File: config.mk
export PLATFORM = sky130hd
export DESIGN_NAME = packet_scheduler
export DESIGN_NICKNAME = d
export VERILOG_FILES = /design/src/rtl/packet_scheduler.sv
export SDC_FILE = /design/constraint.sdc
export NUM_CORES = 1
export LEC_CHECK = 0
export BUFFER_PORTS_ARGS = -buffer_cell sky130_fd_sc_hd__buf_4
export CAP_MARGIN = 20
export CORE_ASPECT_RATIO = 0.9
export CORE_MARGIN = 2
export CORE_UTILIZATION = 50
export DETAILED_ROUTE_END_ITERATION = 10
export MAX_ROUTING_LAYER = met4
export PLACE_DENSITY = 0.71
export SLEW_MARGIN = 20
export SYNTH_ARGS = -nofsm -noshare
export SYNTH_HDL_FRONTEND = slang
export SYNTH_SLANG_ARGS = --single-unit
export TNS_END_PERCENT = 10
File: constraint.sdc
create_clock -name clk_pixel -period 4.7 [get_ports clk_pixel]
set_input_delay 0.705 -clock clk_pixel [delete_from_list [all_inputs] [get_ports clk_pixel]]
set_output_delay 0.705 -clock clk_pixel [all_outputs]
set_load 0.03 [all_outputs]
File: src/rtl/packet_scheduler.sv
// Data-island packet scheduler: audio FIFO, per-field InfoFrames, ACR, Null; one packet per slot.
// Optional ACR scheduling is enabled by defining ACR_PACKET_EN.
module packet_scheduler #(
  parameter int          AUDIO_FIFO_DEPTH = 8,
  parameter logic [7:0]  VIC              = 8'd16,
  parameter logic [19:0] ACR_N            = 20'd6144,
  parameter logic [19:0] ACR_CTS          = 20'd74250
) (
  input  logic         clk_pixel,
  input  logic         reset_n,
  input  logic         packet_enable,
  input  logic         video_field_end,
  input  logic         audio_valid,
  output logic         audio_ready,
  input  logic [23:0]  audio_left,
  input  logic [23:0]  audio_right,
  output logic [23:0]  header,
  output logic [223:0] sub,
  output logic [2:0]   packet_type
);

  localparam int AW = $clog2(AUDIO_FIFO_DEPTH);
  localparam logic [AW:0] FOUR = (AW+1)'(4);

  typedef enum logic [2:0] {
    PKT_NULL  = 3'd0,
    PKT_AUDIO = 3'd1,
    PKT_ACR   = 3'd2,
    PKT_AVI   = 3'd3,
    PKT_AIF   = 3'd4
  } pkt_t;

  localparam logic [55:0] ACR_SUB = {ACR_N[7:0], ACR_N[15:8], 4'b0, ACR_N[19:16],
                                     ACR_CTS[7:0], ACR_CTS[15:8], 4'b0, ACR_CTS[19:16], 8'h00};
  localparam logic [7:0] AVI_CSUM = 8'(8'h00 - (8'h82 + 8'h02 + 8'h0D + 8'h28 + VIC));
  localparam logic [7:0] AIF_CSUM = 8'(8'h00 - (8'h84 + 8'h01 + 8'h0A + 8'h01));

  logic [23:0]   fifo_l [AUDIO_FIFO_DEPTH];
  logic [23:0]   fifo_r [AUDIO_FIFO_DEPTH];
  logic [AW-1:0] wr_ptr, rd_ptr, idx;
  logic [AW:0]   count, count_next;
  logic [7:0]    frame_cnt, frame_next, fc;
  logic          acr_pend, avi_pend, aif_pend;
  logic          push;
  logic [2:0]    pop, pop_eff;
  logic [23:0]   l_smp, r_smp;
  logic [23:0]   hdr_next;
  logic [223:0]  sub_next;
  pkt_t          sel;

  assign audio_ready = (count != (AW+1)'(AUDIO_FIFO_DEPTH));
  assign push        = audio_valid && audio_ready;
  assign pop_eff     = packet_enable ? pop : 3'd0;
  assign count_next  = count + (AW+1)'(push) - (AW+1)'(pop_eff);

  always_comb begin
    sel = PKT_NULL;
    if (count != '0)   sel = PKT_AUDIO;
    else if (acr_pend) sel = PKT_ACR;
    else if (avi_pend) sel = PKT_AVI;
    else if (aif_pend) sel = PKT_AIF;
  end

  // Build the candidate packet; it is only committed on packet_enable.
  always_comb begin
    hdr_next   = '0;
    sub_next   = '0;
    pop        = 3'd0;
    frame_next = frame_cnt;
    fc         = frame_cnt;
    idx        = rd_ptr;
    l_smp      = '0;
    r_smp      = '0;
    case (sel)
      PKT_AUDIO: begin
        pop = (count > FOUR) ? 3'd4 : 3'(count);
        hdr_next[7:0] = 8'h02;
        for (int i = 0; i < 4; i++) begin
          if (3'(i) < pop) begin
            idx   = rd_ptr + AW'(i);
            l_smp = fifo_l[idx];
            r_smp = fifo_r[idx];
            sub_next[56*i +: 56] = {^r_smp, 3'b000, ^l_smp, 3'b000, r_smp, l_smp};
            hdr_next[8+i] = 1'b1;
            if (fc == 8'd0) hdr_next[20+i] = 1'b1;
            fc = (fc == 8'd191) ? 8'd0 : fc + 8'd1;
          end
        end
        frame_next = fc;
      end
      PKT_ACR: begin
        hdr_next = 24'h000001;
        sub_next = {4{ACR_SUB}};
      end
      PKT_AVI: begin
        hdr_next       = 24'h0D0282;
        sub_next[39:0] = {VIC, 8'h00, 8'h28, 8'h00, AVI_CSUM};
      end
      PKT_AIF: begin
        hdr_next       = 24'h0A0184;
        sub_next[15:0] = {8'h01, AIF_CSUM};
      end
      default: ;
    endcase
  end

  always_ff @(posedge clk_pixel) begin
    if (push) begin
      fifo_l[wr_ptr] <= audio_left;
      fifo_r[wr_ptr] <= audio_right;
    end
  end

  always_ff @(posedge clk_pixel or negedge reset_n) begin
    if (!reset_n) begin
      header      <= '0;
      sub         <= '0;
      packet_type <= '0;
      wr_ptr      <= '0;
      rd_ptr      <= '0;
      count       <= '0;
      frame_cnt   <= '0;
      avi_pend    <= 1'b0;
      aif_pend    <= 1'b0;
    end else begin
      count <= count_next;
      if (push) wr_ptr <= wr_ptr + AW'(1);
      if (packet_enable) begin
        header      <= hdr_next;
        sub         <= sub_next;
        packet_type <= sel;
        rd_ptr      <= rd_ptr + AW'(pop);
        frame_cnt   <= frame_next;
      end
      // A field end on the selecting cycle re-arms the flag.
      avi_pend <= video_field_end | (avi_pend & ~(packet_enable && sel == PKT_AVI));
      aif_pend <= video_field_end | (aif_pend & ~(packet_enable && sel == PKT_AIF));
    end
  end

`ifdef ACR_PACKET_EN
  always_ff @(posedge clk_pixel or negedge reset_n) begin
    if (!reset_n) acr_pend <= 1'b0;
    else          acr_pend <= video_field_end | (acr_pend & ~(packet_enable && sel == PKT_ACR));
  end
`else
  assign acr_pend = 1'b0;
`endif

endmodule

; ---- Yosys cells after proc, flatten, opt, wreduce, memory -nomap -nowiden
; Memories as Yosys holds them, arrays and structs flattened.
; Index checks and enable logic that the tools add are counted.
[totals]
register_bits = 271
ram_bits = 384
inputBits = 53
out_inout_bits = 252
mem_count = 2
[memory_table]
columns = name, words, width, rd, rd_ports_with_merged_regs, wr, line
row1 = fifo_l, 8, 24, 4, 0, 1, 38  ; logic [23:0] fifo_l [AUDIO_FIFO_DEPTH];
row2 = fifo_r, 8, 24, 4, 0, 1, 39  ; logic [23:0] fifo_r [AUDIO_FIFO_DEPTH];
[op_classes]
add_sub_neg = 11
order_cmp = 5
eq_ne = 9
muxes = 41
bitwise_logic = 6
n_reduce_logical = 17
[op_table]
columns = op, count
row1 = $pmux W184 S2, 1
row2 = $mux W56, 4
row3 = $reduce_xor A24 Y1, 8
row4 = $mux W8, 11
row5 = $pmux W24 S3, 1
row6 = $pmux W16 S4, 1
row7 = $pmux W12 S4, 1
row8 = $add A8 B1 Y8 const B, 4
row9 = $eq A8 B8 Y1 const B, 4
row10 = $logic_not A8 Y1, 4
row11 = $mux W3, 6
row12 = $pmux W8 S2, 1
row13 = $mux W1, 14
row14 = $add A3 B1 Y3 const B, 2
row15 = $add A3 B2 Y3 const B, 2
row16 = $eq A3 B2 Y1 const B, 2
row17 = $lt A1 B3 Y1 const A, 2
row18 = $lt A2 B3 Y1 const A, 2
row19 = $add A4 B1 Y4, 1
row20 = $gt A4 B3 Y1 const B, 1
row21 = $mux W4, 1
row22 = $ne A4 B4 Y1 const B, 1
row23 = $reduce_bool A4 Y1, 1
row24 = $sub A4 B3 Y4, 1
row25 = other kinds (8), 13

; ---- Logic depth before layout (Yosys ltp)
[depth]
ltp_word = 17
depth_mapped = 16

; ---- Worst setup path after synthesis
; OpenSTA, ideal clock, no wires.
[synth_path]
path_type = reg2reg
from = register count[1]
to = memory fifo_l[0][0] (enable)
setup_time_ns = 0.513
arrival_ns = 4.696
required_ns = 4.187
path_slack_ns = -0.509
stages_incl_launch_ff = 6
path_buffers = 1
path_cell_list = dfrtp_1 -> clkbuf_1 -> or4b_2 -> nand2_1 -> or2_2 -> nor3_1
[synth_via]
elab_chain_len = 4
[synth_lines]
columns = item, line
row1 = "start, declared", 41  ; logic [AW:0] count, count_next;
row2 = "start signal, assigned", 126  ; count <= count_next;
row3 = $ne A4 B4 Y1, 51  ; assign audio_ready = (count != (AW+1)'(AUDIO_FIFO_DEPTH));
row4 = via audio_ready, 14  ; output logic audio_ready,
row5 = $logic_and A1 B1 Y1, 52  ; assign push = audio_valid && audio_ready;
row6 = $mux W1, 108  ; if (push) begin
row7 = $mux W1 (not written as such), 109  ; fifo_l[wr_ptr] <= audio_left;
row8 = "end, declared", 38
; The timed path passes the listed nets, and every way through them passes these cells.

; ---- Worst setup path after layout
[layout_path]
from = register count[1]
to = register frame_cnt[5]
[layout_via]
elab_chain_len = 16
[layout_lines]
columns = item, line
row1 = $gt A4 B3 Y1, 76  ; pop = (count > FOUR) ? 3'd4 : 3'(count);
row2 = $mux W3, 76
row3 = $lt A1 B3 Y1, 79  ; if (3'(i) < pop) begin
row4 = $mux W8, 79
row5 = $mux W8, 74  ; case (sel)
row6 = $add A8 B1 Y8 or $eq A8 B8 Y1 (tied branches), 86  ; fc = (fc == 8'd191) ? 8'd0 : fc + 8'd1;
row7 = $mux W8, 86
row8 = $mux W8, 79
row9 = $mux W8, 74
row10 = $add A8 B1 Y8 or $eq A8 B8 Y1 (tied branches), 86
row11 = $mux W8, 86
row12 = $mux W8, 79
row13 = $mux W8, 74
row14 = $add A8 B1 Y8 or $eq A8 B8 Y1 (tied branches), 86
row15 = $mux W8, 86
row16 = $mux W8, 79
row17 = "end signal, assigned", 133  ; frame_cnt <= frame_next;
row18 = "end, declared", 42  ; logic [7:0] frame_cnt, frame_next, fc;
; Several ways; a longest one is shown, not always the timed one. The select of a mux whose other input is x is not followed.
; A chain may end at the register's enable or synchronous reset.

==> results.yml <==
global_routing:
  grt_pass1_wl_microns: 133000
  grt_max_degree: 103
  grt_pass1_vias: 20300
  grtUsageTotal_pct: 28.1
  grt_overflow: 0
  antenna_found_initial: 6
route:
  met2WireLength_microns: 42300
  wl_per_cell_microns: 28.0
  route.vias.total: 20100
  m1WireLength_microns: 37800
  via_per_inst: 6.27
  drt-initial-drc-count: 2163
  ant_nets: 0
  topRoutingLayerUsed: "met4"
  dr_wl_met3_microns: 7810
  wirelength_microns: 89900
  drc_errors: 0
  drt_pass1_iterations: 7
sta:
  rsz0062_at_grt: "no"
  hold_viol: 0
  fin_crit_ps: 3970
  period_share_pct: 84.5
  hold_slack_ps: 147
  fmax_mhz: 252
  fin_skew_ps: 34.4
  worst_pin_slew_ps: 1070
  max_slew_margin_pct: 28.8
  finalSetupViolCount: 0
  slew_viol_final: 0
finish:
  syn_to_final_growth_pct: 16.1
  nets: 2372
  final_common_cell: "mux2i_1"
  final_cell_mix: "386 x mux2i_1, 384 x edfxtp_1, 295 x buf_4"
  drive_above_1_share_pct: 27.2
  fill_cells: 4805
worst_setup_path:
  worst_setup_path_end_kind: "flop"
  crit_type: "reg -> reg"
  startpoint_type: "flop"
  cp_max_fo: 13
  critical_path_arrival_ps: 4460
  required_ps: 5190
placement:
  dp_hpwl_microns: 58700
  port_buffers: 272
  gp_congestion: 0.899
status:
  outcome: "complete, no violations"
cts:
  insertion_delay_ps: 620
  cts_resized: 0
  cts.sinks: 622
  cts_setup_buffers: 0
  numCtsBuffers: 68
  root_buffer: "clkbuf_16"
  ctsLongestPathBuffers: 3
  holdBufCountCts: 0
  cts_tree: "done"
  cts_max_level: 3
  clk_pin_slew_worst_paths_ps: 70
synth:
  synth_edf_count: 384
  postSynthRegisterBits: 622
  async_flop_share_pct: 38.3
  synth_warnings: 0
  synth.yosys.seq_area_share_pct: 54.9
  syn-cell-area_sq_um: 31800
  ys_top_cells_by_area: "edfxtp_1 36%, dfrtp_1 19%, mux4_2 14%"
  synth_flop_cell: "edfxtp_1"
  synth_top_area_share_pct: 36.2
  synth_cell_types: 73
  synth_top_cell_by_area: "edfxtp_1"
  syn_avg_cell_area_sq_um: 15.4
  synth_cells: 2069
floorplan:
  die_w_microns: 270
  core_sq_um: 62800
  die_h_microns: 243
  io_pins: 305
  rows: 87
  die-area_sq_um: 65700
  start_util_pct: 50.7
min_path:
  hold_class: "in -> async"
job:
  drv_cap: 0
==> flip-flops by register name, summed over array words and instances, names as in the netlist, 4 cells and up <==
register   cells
sub          200
header        15
count          4
frame_cnt      8
fifo_l       192
fifo_r       192
==> Yosys cell counts, types with 4 or more instances <==
cell       count
nor4_1         4
and2_1         6
nand2_1       37
mux4_2       192
dfrtp_1      238
ha_1          16
a21oi_1       20
mux2i_1      386
o2bb2ai_1    184
nor3_1        10
xor2_1        24
edfxtp_1     384
nor2b_1        5
buf_4         39
buf_2         62
nand2b_1       6
a21o_1         4
buf_1         10
clkbuf_1      65
and3_1         5
xnor2_1      180
o31ai_1       13
o21ai_0       15
nand3_1       13
inv_1         23
nor2_1        59
==> stage by stage <==
| step | util (%) | setup TNS, ps | instance area, sq um | instances | setup WS (ps) |
|---|---|---|---|---|---|
| finish | 58.8 | 0 | 36900 | 3208 | 731 |
| global placement | 55.3 | 0 | 34700 | 3076 | 527 |
| floorplan | - | -10690 | 32000 | 2100 | -223 |
| detailed placement | 55.3 | 0 | 34700 | 3076 | 800 |
| global route | 58.8 | 0 | 36900 | 3207 | 517 |
| CTS | 58.8 | 0 | 36900 | 3202 | 752 |
==> routing by layer <==
metal | vias to the layer above | global-route usage (%)
li1 | 8538 | -
met1 | 10500 | 38.3
met2 | 912 | 42.9
met3 | 139 | 6.83
met4 | 0 | 6.76
met5 | - | -
==> path summary, 6_finish.rpt <==
path / start / endpoint / slack [ps] / depth (start not counted)
min: reset_n / sub[200] / 150 / 1
min reg2reg: sub[143] / sub[143] / 490 / 1
max: count[1] / frame_cnt[5] / 730 / 11
max in group asynchronous: reset_n / sub[18] / 3370 / 2
min in group clk_pixel: video_field_end / avi_pend / 300 / 2
max reg2reg: count[1] / frame_cnt[5] / 730 / 11
==> critical path: stages, from the launching register on <==
cell     delay (ps)
dfrtp_1         570
or4_4           660
mux2i_2         230
o41ai_1         460
nand2_2         210
or4b_4          560
a31o_4          260
ha_1            190
and2_1          180
nand4_1         180
nor3_1           90
o31ai_1         250
==> area by class of cell <==
type                            instances  area (sq um)  area share, %
Antenna cell                            6          15.0         0.0406
Clock buffer                           92          1920           5.18
Clock inverter                         34           274          0.742
Inverter                               24          97.6          0.264
Multi-Input combinational cell       1275         13600           36.8
Sequential cell                       622         17500           47.3
Tap cell                              845          1060           2.86
Timing Repair Buffer                  310          2510           6.79
==> logic make-up after synthesis <==
logic type | share of synthesized area (%)
AOI/OAI and AO/OA | 7.08
xor gates and xnor gates | 5.66
adders and majority gates | 0.755
buffers and inverters | 3.17
DFF | 54.9
muxes | 25.8
other | 0.0118
and+or+nand+nor | 2.59
Power is not shown: default switching activity piles up to over one toggle a cycle in this logic, so the estimate is an artifact.
